$ cat src/rtl/ntt_addr_gen_pkg.sv
// Shared constants, FSM state type and index-expansion helpers for the
// 512-point NTT bank address generator.
package ntt_addr_gen_pkg;

    localparam int N       = 512;
    localparam int BANKS   = 4;
    localparam int IDX_W   = $clog2(N);
    localparam int BANK_W  = $clog2(BANKS);
    localparam int ADDR_W  = IDX_W - BANK_W;
    localparam int SEL_W   = 2;
    localparam int CNT_W   = ADDR_W;
    localparam int STAGE_W = 4;

    localparam logic [STAGE_W-1:0] LAST_STAGE = 4'd8;
    localparam logic [CNT_W-1:0]   CNT_LAST   = 7'd127;

    localparam logic [SEL_W-1:0] SEL_U0 = 2'b00;
    localparam logic [SEL_W-1:0] SEL_V0 = 2'b01;
    localparam logic [SEL_W-1:0] SEL_U1 = 2'b10;
    localparam logic [SEL_W-1:0] SEL_V1 = 2'b11;

    typedef enum logic [1:0] {
        IDLE  = 2'd0,
        RUN   = 2'd1,
        GAP   = 2'd2,
        DRAIN = 2'd3
    } state_t;

    // One read (or write-back) beat: enable plus per-bank address and role.
    typedef struct packed {
        logic                            en;
        logic [BANKS-1:0][ADDR_W-1:0]    addr;
        logic [BANKS-1:0][SEL_W-1:0]     sel;
    } bank_req_t;

    function automatic logic [STAGE_W-1:0] partner_bit(input logic [STAGE_W-1:0] s);
        logic [STAGE_W-1:0] t;
        if (s == LAST_STAGE) begin
            t = 4'd7;
        end else begin
            t = s ^ 4'd1;
        end
        return t;
    endfunction

    // Spread the counter bits LSB-first over every index bit except s and t.
    function automatic logic [IDX_W-1:0] expand_index(input logic [CNT_W-1:0]   c,
                                                      input logic [STAGE_W-1:0] s,
                                                      input logic [STAGE_W-1:0] t);
        logic [IDX_W-1:0] base;
        logic [2:0]       j;
        base = '0;
        j    = 3'd0;
        for (int b = 0; b < IDX_W; b++) begin
            if ((STAGE_W'(b) == s) || (STAGE_W'(b) == t)) begin
                base[b] = 1'b0;
            end else begin
                base[b] = c[j];
                j       = j + 3'd1;
            end
        end
        return base;
    endfunction

endpackage

$ cat src/rtl/ntt_addr_gen_bank_map.sv
// Coefficient index to (bank, address): bank is the base-4 digit sum mod 4,
// which spreads every butterfly quartet over all four banks.
module ntt_addr_gen_bank_map
    import ntt_addr_gen_pkg::*;
(
    input  logic [IDX_W-1:0]  index,
    output logic [BANK_W-1:0] bank,
    output logic [ADDR_W-1:0] addr
);

    logic [IDX_W:0]      padded_s;
    logic [BANK_W-1:0]   sum_s;

    // Digit-sum of the zero-extended index, wrapping naturally at 2 bits
    always_comb begin
        padded_s = {1'b0, index};
        sum_s    = '0;
        for (int d = 0; d < (IDX_W + 1) / 2; d++) begin
            sum_s = sum_s + padded_s[2*d +: 2];
        end
        bank = sum_s;
        addr = index[IDX_W-1:BANK_W];
    end

endmodule

$ cat src/rtl/ntt_addr_gen.sv
// Stage/butterfly address sequencer for a 4-bank in-place 512-point NTT,
// with a matching write-back stream delayed by the butterfly pipeline.
module ntt_addr_gen
    import ntt_addr_gen_pkg::*;
#(
    parameter int PIPE_LAT  = 8,
    parameter int STAGE_GAP = 10
)(
    input  logic               clk,
    input  logic               rst,
    input  logic               start,
    input  logic               stall,
    output logic               busy,
    output logic               done,
    output logic [STAGE_W-1:0] stage,
    output logic               rd_en,
    output logic [ADDR_W-1:0]  raddr0,
    output logic [ADDR_W-1:0]  raddr1,
    output logic [ADDR_W-1:0]  raddr2,
    output logic [ADDR_W-1:0]  raddr3,
    output logic [SEL_W-1:0]   sel_a_0,
    output logic [SEL_W-1:0]   sel_a_1,
    output logic [SEL_W-1:0]   sel_a_2,
    output logic [SEL_W-1:0]   sel_a_3,
    output logic               wr_en,
    output logic [ADDR_W-1:0]  waddr0,
    output logic [ADDR_W-1:0]  waddr1,
    output logic [ADDR_W-1:0]  waddr2,
    output logic [ADDR_W-1:0]  waddr3,
    output logic [SEL_W-1:0]   sel_w_0,
    output logic [SEL_W-1:0]   sel_w_1,
    output logic [SEL_W-1:0]   sel_w_2,
    output logic [SEL_W-1:0]   sel_w_3
);

    localparam int WAIT_W = 16;
    localparam logic [BANKS-1:0][SEL_W-1:0] ROLE_SEL = {SEL_V1, SEL_U1, SEL_V0, SEL_U0};

    state_t              state_r, state_s;
    logic [CNT_W-1:0]    c_r, c_s;
    logic [STAGE_W-1:0]  s_r, s_s;
    logic [WAIT_W-1:0]   wait_r, wait_s;
    logic                busy_r, done_r;
    logic                issue_s, done_s;

    logic [STAGE_W-1:0]                t_s;
    logic [IDX_W-1:0]                  base_s;
    logic [BANKS-1:0][IDX_W-1:0]       idx_s;
    logic [BANKS-1:0][BANK_W-1:0]      bank_s;
    logic [BANKS-1:0][ADDR_W-1:0]      addr_s;

    bank_req_t rd_req_s, rd_req_r;
    bank_req_t line_r [PIPE_LAT];

    // Butterfly quartet for the current counter: u0, v0, u1, v1
    always_comb begin
        t_s      = partner_bit(s_r);
        base_s   = expand_index(c_r, s_r, t_s);
        idx_s[0] = base_s;
        idx_s[1] = base_s | (IDX_W'(1) << s_r);
        idx_s[2] = base_s | (IDX_W'(1) << t_s);
        idx_s[3] = base_s | (IDX_W'(1) << s_r) | (IDX_W'(1) << t_s);
    end

    for (genvar k = 0; k < BANKS; k++) begin : g_map
        ntt_addr_gen_bank_map u_map (
            .index (idx_s[k]),
            .bank  (bank_s[k]),
            .addr  (addr_s[k])
        );
    end

    // Steer each role to the bank it lands in; banks are distinct by construction
    always_comb begin
        rd_req_s = '0;
        if (issue_s) begin
            rd_req_s.en = 1'b1;
            for (int r = 0; r < BANKS; r++) begin
                rd_req_s.addr[bank_s[r]] = addr_s[r];
                rd_req_s.sel[bank_s[r]]  = ROLE_SEL[r];
            end
        end else begin
            rd_req_s = '0;
        end
    end

    // Sequencer next state; the first read is issued in the start cycle itself
    always_comb begin
        state_s = state_r;
        c_s     = c_r;
        s_s     = s_r;
        wait_s  = wait_r;
        issue_s = 1'b0;
        done_s  = 1'b0;
        case (state_r)
            IDLE: begin
                if (start && !done_r) begin
                    issue_s = 1'b1;
                end else begin
                    issue_s = 1'b0;
                end
            end
            RUN: begin
                if (!stall) begin
                    issue_s = 1'b1;
                end else begin
                    issue_s = 1'b0;
                end
            end
            GAP: begin
                if (wait_r == WAIT_W'(STAGE_GAP - 1)) begin
                    state_s = RUN;
                    s_s     = s_r + 4'd1;
                    wait_s  = '0;
                end else begin
                    wait_s  = wait_r + WAIT_W'(1);
                end
            end
            DRAIN: begin
                if (wait_r == WAIT_W'(PIPE_LAT - 1)) begin
                    state_s = IDLE;
                    s_s     = '0;
                    wait_s  = '0;
                    done_s  = 1'b1;
                end else begin
                    wait_s  = wait_r + WAIT_W'(1);
                end
            end
            default: begin
                state_s = IDLE;
            end
        endcase

        if (issue_s) begin
            if (c_r == CNT_LAST) begin
                c_s    = '0;
                wait_s = '0;
                if (s_r == LAST_STAGE) begin
                    state_s = DRAIN;
                end else begin
                    state_s = GAP;
                end
            end else begin
                c_s     = c_r + 7'd1;
                state_s = RUN;
            end
        end else begin
            c_s = c_r;
        end
    end

    // Sequencer state plus registered read-side outputs
    always_ff @(posedge clk) begin
        if (rst) begin
            state_r  <= IDLE;
            c_r      <= '0;
            s_r      <= '0;
            wait_r   <= '0;
            busy_r   <= 1'b0;
            done_r   <= 1'b0;
            rd_req_r <= '0;
        end else begin
            state_r  <= state_s;
            c_r      <= c_s;
            s_r      <= s_s;
            wait_r   <= wait_s;
            busy_r   <= (state_s != IDLE) || done_s;
            done_r   <= done_s;
            rd_req_r <= rd_req_s;
        end
    end

    // Write-back delay line: shifts every cycle, stalls appear as bubbles
    always_ff @(posedge clk) begin
        if (rst) begin
            for (int i = 0; i < PIPE_LAT; i++) begin
                line_r[i] <= '0;
            end
        end else begin
            line_r[0] <= rd_req_r;
            for (int i = 1; i < PIPE_LAT; i++) begin
                line_r[i] <= line_r[i-1];
            end
        end
    end

    assign busy    = busy_r;
    assign done    = done_r;
    assign stage   = s_r;
    assign rd_en   = rd_req_r.en;
    assign raddr0  = rd_req_r.addr[0];
    assign raddr1  = rd_req_r.addr[1];
    assign raddr2  = rd_req_r.addr[2];
    assign raddr3  = rd_req_r.addr[3];
    assign sel_a_0 = rd_req_r.sel[0];
    assign sel_a_1 = rd_req_r.sel[1];
    assign sel_a_2 = rd_req_r.sel[2];
    assign sel_a_3 = rd_req_r.sel[3];

    assign wr_en   = line_r[PIPE_LAT-1].en;
    assign waddr0  = line_r[PIPE_LAT-1].addr[0];
    assign waddr1  = line_r[PIPE_LAT-1].addr[1];
    assign waddr2  = line_r[PIPE_LAT-1].addr[2];
    assign waddr3  = line_r[PIPE_LAT-1].addr[3];
    assign sel_w_0 = line_r[PIPE_LAT-1].sel[0];
    assign sel_w_1 = line_r[PIPE_LAT-1].sel[1];
    assign sel_w_2 = line_r[PIPE_LAT-1].sel[2];
    assign sel_w_3 = line_r[PIPE_LAT-1].sel[3];

endmodule

$ cat config.mk
export PLATFORM = sky130hd
export DESIGN_NAME = ntt_addr_gen
export DESIGN_NICKNAME = d
export VERILOG_FILES = /design/src/rtl/ntt_addr_gen_pkg.sv /design/src/rtl/ntt_addr_gen_bank_map.sv /design/src/rtl/ntt_addr_gen.sv
export SDC_FILE = /design/constraint.sdc
export NUM_CORES = 1
export LEC_CHECK = 0
export ABC_AREA = 1
export BUFFER_PORTS_ARGS = -buffer_cell sky130_fd_sc_hd__buf_2
export CAP_MARGIN = 30
export CORE_ASPECT_RATIO = 0.8
export CORE_MARGIN = 10
export CORE_UTILIZATION = 40
export CTS_CLUSTER_DIAMETER = 80
export CTS_CLUSTER_SIZE = 30
export DETAILED_ROUTE_END_ITERATION = 8
export GPL_TIMING_DRIVEN = 0
export PLACE_DENSITY = 0.63
export SYNTH_ARGS = -nofsm -noshare
export SYNTH_HDL_FRONTEND = slang
export SYNTH_SLANG_ARGS = --single-unit
$ cat constraint.sdc
create_clock -name clk -period 19.3 [get_ports clk]
set_clock_uncertainty 0.05 [all_clocks]
set_input_delay 3.86 -clock clk [delete_from_list [all_inputs] [get_ports clk]]
set_output_delay 3.86 -clock clk [all_outputs]
set_load 0.02 [all_outputs]
Word-level counts from Yosys, hierarchy flattened
Memories as Yosys holds them, arrays and structs flattened.
Index checks and enable logic that the tools add are counted.
{ "classes": {"n_addsub": 26, "n_lt_le_gt_ge": 16, "n_eq_ne": 25, "shifts": 2, "muxes": 83, "bitwise_logic": 17, "n_reduce_logical": 23} }
{ "ops": {"columns": ["operator", "count"], "rows": [
  ["$mux 37", 9],
  ["$bwmux 28", 3],
  ["$mux 16", 4],
  ["$demux 7 s2", 4],
  ["$mux 7", 5],
  ["$eq 3x4->1 const A", 8],
  ["$lt 3x4->1 const B", 8],
  ["$pmux 16 s2", 1],
  ["$and 28x28->28", 1],
  ["$or 9x9->9", 3],
  ["$mux 1", 26],
  ["$add 2x2->2", 12],
  ["$bmux 1 s3", 8],
  ["$add 3x1->3 const B", 7],
  ["$mux 3", 7],
  ["$shl 1x4->9 const A", 2],
  ["$add 16x1->16 const B", 1],
  ["$eq 16x3->1 const B", 1],
  ["$eq 16x4->1 const B", 1],
  ["$eq 2x4->1 const A", 4],
  ["$mux 2", 7],
  ["$demux 2 s2", 3],
  ["$lt 2x3->1 const B", 4],
  ["$mux 4", 3],
  ["27 further kinds", 60]
]} }
{ "word_totals": {"ff_bits": 68, "ramBits": 296, "input_bits": 4, "out_inout_bits": 80, "elab_cells": 208, "n_memories": 1} }
{ "memory_table": {"columns": ["name", "depth", "width", "read_ports", "rd_clocked_by_memory_dff", "write_ports", "line_no", "text"], "rows": [
  ["line_r", 8, 37, 8, 0, 8, "ntt_addr_gen.sv:53", "bank_req_t line_r [PIPE_LAT];"]
]} }

Depth between registers and ports, before layout
{ "depth": {"ltp_word": 35, "ltp_mapped": 48, "depth_no_buf": 47} }

Cells and area by module
Synthesis repeated with hierarchy kept, for this count alone.
{ "hier_totals": {"hier_cells": 1840, "area_unflattened_um2": 14249.9} }
{ "modules_own_cells": {"columns": ["mod", "n_inst", "cells_each", "area_each_um2", "seq_area_each_um2"], "rows": [
  ["ntt_addr_gen", 1, 1668, 13279.0, 7287.0],
  ["ntt_addr_gen_bank_map", 4, 43, 242.7, 0.0]
]} }

Worst setup path after synthesis
Ideal clock, no wire load.
{ "synth_path": {"kind": "reg2reg", "start": "register s_r[0], in the netlist stage[0]", "end": "register rd_req_r (netlist bit raddr0[5])", "arrival_time_ns": 6.745, "required_ns": 19.132, "path_slack_ns": 12.388, "stages_incl_launch_ff": 44, "period_less_slack_ns": 6.912, "cell_sequence": "dfxtp_1 > inv_1 > ha_1 > o21ai_2 > ha_1 > inv_1 > nand2_1 > nand2_1 > ha_1 > nand2_1 > nand2_1 > ha_1 > nor2_1 > a31oi_4 > ha_1 > nand2_1 > nand2_1 > ha_1 > (+8 left out) > nand3b_1 > nand3_1 > nand2_1 > inv_1 > fa_1 > xnor3_1 > xnor2_1 > inv_1 > nand2_1 > nand2_2 > inv_2 > nand3_2 > nand2_4 > inv_2 > nor2_4 > nor2_1 > nand2_1 > a21oi_2"} }
{ "synth_via": {"elab_chain_len": 31, "elab_cells_between_ends": 115, "cone_classes": "add/sub (23); order compare (8); eq/ne (17); shift (2); mux (45); bitwise (5); reduce/logical (15)"} }
{ "synth_lines": {"columns": ["element", "line_no", "text"], "rows": [
  ["start: declaration", "ntt_addr_gen.sv:41", "logic [STAGE_W-1:0] s_r, s_s;"],
  ["start signal: assignment", "ntt_addr_gen.sv:165", "s_r <= s_s;"],
  ["$eq 4x4->1 / $not 1->1 (equally long branches)", null, null],
  ["$mux 4", "ntt_addr_gen_pkg.sv:38", "if (s == LAST_STAGE) begin"],
  ["$logic_not 4->1", "ntt_addr_gen_pkg.sv:55", "if ((STAGE_W'(b) == s) || (STAGE_W'(b) == t)) begin"],
  ["$logic_or 1x1->1", "ntt_addr_gen_pkg.sv:55", null],
  ["$mux 1", "ntt_addr_gen_pkg.sv:55", null],
  ["$add 3x1->3", "ntt_addr_gen_pkg.sv:59", "j = j + 3'd1;"],
  ["$mux 3", "ntt_addr_gen_pkg.sv:55", null],
  ["$add 3x1->3", "ntt_addr_gen_pkg.sv:59", null],
  ["(+14 left out)", null, null],
  ["$add 2x1->2 / $or 9x9->9 (equally long branches)", "ntt_addr_gen_bank_map.sv:19, ntt_addr_gen.sv:60, ntt_addr_gen.sv:62", null],
  ["$lt 2x3->1, or another cell as far along", null, null],
  ["$logic_and 1x1->1, or another cell as far along", null, null],
  ["$mux 7 (not written as such) / $logic_and 1x1->1 (equally long branches)", "ntt_addr_gen.sv:79", "rd_req_s.addr[bank_s[r]] = addr_s[r];"],
  ["$demux 7 s2 / $mux 7 (equally long branches)", "ntt_addr_gen.sv:79", null],
  ["$and 28x28->28 (no source line) / $demux 7 s2 (equally long branches)", null, null],
  ["$bwmux 28 (2 in a row)", "ntt_addr_gen.sv:79", null],
  ["$bwmux 28 (*)", "ntt_addr_gen.sv:79", null],
  ["end signal: assignment", "ntt_addr_gen.sv:169", "rd_req_r <= rd_req_s;"],
  ["end: declaration", "ntt_addr_gen.sv:52", "bank_req_t rd_req_s, rd_req_r;"]
]} }
Every way passes the cells marked *; elsewhere a longest branch is shown, timed or not. The select of a mux whose other input is x is not followed.
A chain may end at the register's enable or synchronous reset.

Final worst setup path
{ "layout_path": {"start": "register s_r[0], in the netlist stage[0]", "end": "register rd_req_r (netlist bit raddr3[5])"} }
The elaborated chain is that of the path after synthesis.

==> flow_summary.toml <==
[status]
status = "finished clean"

[floorplan]
initial_core_util_pct = 40.7
io_pins = 84
dieArea_um2 = 43500
die_h_um = 189
rows = 61
fp.dieW_um = 231
coreArea_um2 = 34900

[cts]
cts.clk_slew.worst_paths_ns = 0.11
cts_resized = 0
cts_buffer_depth = 3
post_cts.repair.setup_buffers = 0
numCtsBuffers = 18
clkLatencyLatePin_ns = 0.52
cts_hold_buf = 0
cts_tree = "built"
cts.htree.levels = 1
cts-root-buf = "clkbuf_16"
clock-sinks = 364

[yosys]
syn_inst = 1841
synthXorXnorAreaFrac_pct = 0.775
ys_warn_count = 0
syn_area_um2 = 14200
synth_compound_area_share_pct = 6.00
synthMuxAreaShare_pct = 0
avgSynthCellArea_um2 = 7.72
synth_seq_cells = 364
async_flop_share_pct = 0
synth_top_family_by_area = "simple AND/OR/NAND/NOR gates"
ys_types = 51
yosysSeqAreaShare_pct = 51.3
syn_nets = 1871
synth_edf_count = 0
yosys.area_share.simple_pct = 24.2
synth_flop_cell = "dfxtp_1"
synthAdderAreaFrac_pct = 2.71

[detailed_routing]
ant_nets = 0
drt_iter0_markers = 601
drt-total-wl_mm = 31.5
via_per_inst = 4.20
drc = 0
vias = 10200
wire_per_inst_um = 13.0
drt_pass1_iterations = 5

[global_route]
grt_pass1_vias = 9517
grt_antenna_before_repair = 0
grt_pass1_wl_mm = 51.5
track_usage_pct = 14.5
grt_remaining_overflow = 0
grt-busiest-layer = "met2"
grt_util_met3_pct = 2.63
grt_use_met1_pct = 19.7
use_met2_pct = 23.5
grt_max_degree = 31

[setup_path]
worst_setup_path_start_kind = "register"
cp.buffers_inverters = 7
worstPathArrival_ns = 8.66
cpMostUsedCell = "nand2_1"
path_max_fanout = 12
max_stage_delay_ns = 0.65
crit_type = "reg2reg"
slowest_stage = "dfxtp_1"
end_kind = "register"
r2r_cells = 40
cp.required_ns = 19.67
cp.depth = 40
crit_family = "simple AND/OR/NAND/NOR gates"

[final_layout]
final_cell_mix = "inv_1 (409), nor2_1 (367), dfxtp_1 (364)"
layout_commonest_cell = "inv_1"
final_cells = 2420
areaGrowthSynthToFinish_pct = 11.2
antenna_cells = 0
drive_above_1_share_pct = 12.4
design_area_um2 = 15800
final_nets = 1973

[sta]
min_period_over_period_pct = 42.9
drv_slew = 0
period_needed_ns = 8.28
setup_violations = 0
layout_setup_ws_ns = 11.02
rsz0062_at_grt = "false"
relSlewSlack_pct = 53.5
whs_ns = 0.343
clock.fmax_ghz = 0.121
hold_viol_final = 0
tns_ns = 0
worst_slew_pin_slew_ns = 0.697

[placed_design]
gp_congestion = 0.955
dpl_cell_area_um2 = 15200
dpl.hpwl_mm = 24.1
pre_cts_ws_ns = 11.10
place_inst = 2395
io_buffer_count = 82

[hold_path]
hold_class = "reg2reg"
hold_depth = 2

[power]
p_leak_nw = 6.75
power_density_nw_per_um2 = 85.4
irDropWorstVdd_mv = 0.0526

[flow_run]
timing.max_cap.violations = 0
==> final timing paths <==
| path | to | slack, ns | from |
|---|---|---|---|
| max | raddr3[5]$_SDFF_PP0_ | 11.02 | stage[0]$_SDFFE_PP0P_ |
| min | line_r[1][75]$_SDFF_PP0_ | 0.34 | line_r[1][38]$_SDFF_PP0_ |
| max reg2reg | raddr3[5]$_SDFF_PP0_ | 11.02 | stage[0]$_SDFFE_PP0P_ |
| min reg2reg | line_r[1][75]$_SDFF_PP0_ | 0.34 | line_r[1][38]$_SDFF_PP0_ |
==> tightest hold or removal path: stages, from the launching register on <==
cell,delay [ns]
dfxtp_1,0.31
inv_1,0.04
nor2_1,0.03
==> power breakdown <==
| group | leakage [nW] | switching, mW | internal [mW] |
|---|---|---|---|
| combinational | 3.54 | 0.103 | 0.0382 |
| sequential | 2.94 | 0.00969 | 0.765 |
| clock | 0.278 | 0.246 | 0.187 |
==> final cells by class <==
cell class | instances | area, um2
fillers | 3535 | 19100
repair buffers | 82 | 410
plain buffers | 90 | 520
flip-flops and latches | 364 | 7290
inverters | 428 | 1610
well taps | 472 | 591
multi-input cells | 959 | 4790
clock inverters | 6 | 124
clock buffers | 19 | 464
==> through the flow <==
step	total power, mW	util [%]
final	1.35	45.3
after CTS	1.36	45.3
after global routing	1.41	45.3
after detailed placement	0.931	43.6
after floorplan	0.884	-
after global placement	0.931	43.6
==> state kept, by name, summed over array words and instances, names as in the netlist, 4 cells and up <==
name    flops
raddr0      7
raddr3      7
c_r         7
raddr2      7
raddr1      7
stage       4
wait_r     16
line_r    296
==> synthesized netlist by cell type (2+ instances only) <==
master	instances	area share [%]
buf_4	38	2.0
nand2_1	217	5.7
o211ai_1	3	0.16
xnor2_1	3	0.19
buf_1	3	0.079
or2_2	2	0.088
inv_2	15	0.40
nor3_1	16	0.56
fa_1	8	1.1
o21ai_1	18	0.63
o21a_1	5	0.26
o22ai_1	3	0.13
inv_1	409	11
nand3_2	14	0.99
clkinv_1	3	0.079
o211ai_2	3	0.26
nor2_4	6	0.48
xor2_1	7	0.43
nand2_4	11	0.87
nand3_4	2	0.25
buf_6	5	0.40
nor2_1	367	9.7
o21ai_2	4	0.25
clkbuf_1	42	1.1
o21ai_0	44	1.6
nor3b_1	2	0.11
nand4_1	6	0.26
nand3b_1	6	0.32
nor4_1	3	0.13
a21o_1	2	0.11
a221oi_1	3	0.19
a21oi_1	48	1.7
a211oi_1	3	0.16
buf_2	2	0.070
nand2_2	26	1.1
nand3_1	97	3.4
ha_1	18	1.6
dfxtp_1	364	51
==> metal layers <==
metal | vias up | share of wire [%]
met1 | 4366 | 48
met5 | - | 0
li1 | 5587 | -
met4 | 0 | 2.0
met2 | 179 | 44
met3 | 37 | 5.2
==> kinds of logic (layout without fill, tap and decap cells) <==
logic type,Yosys count,count (layout)
compound gates,144,144
xor+xnor,11,11
fa+ha+maj,26,26
buf+inv,518,625
flops,364,364
simple gates,778,778
Power figures use the tool's default switching activity.
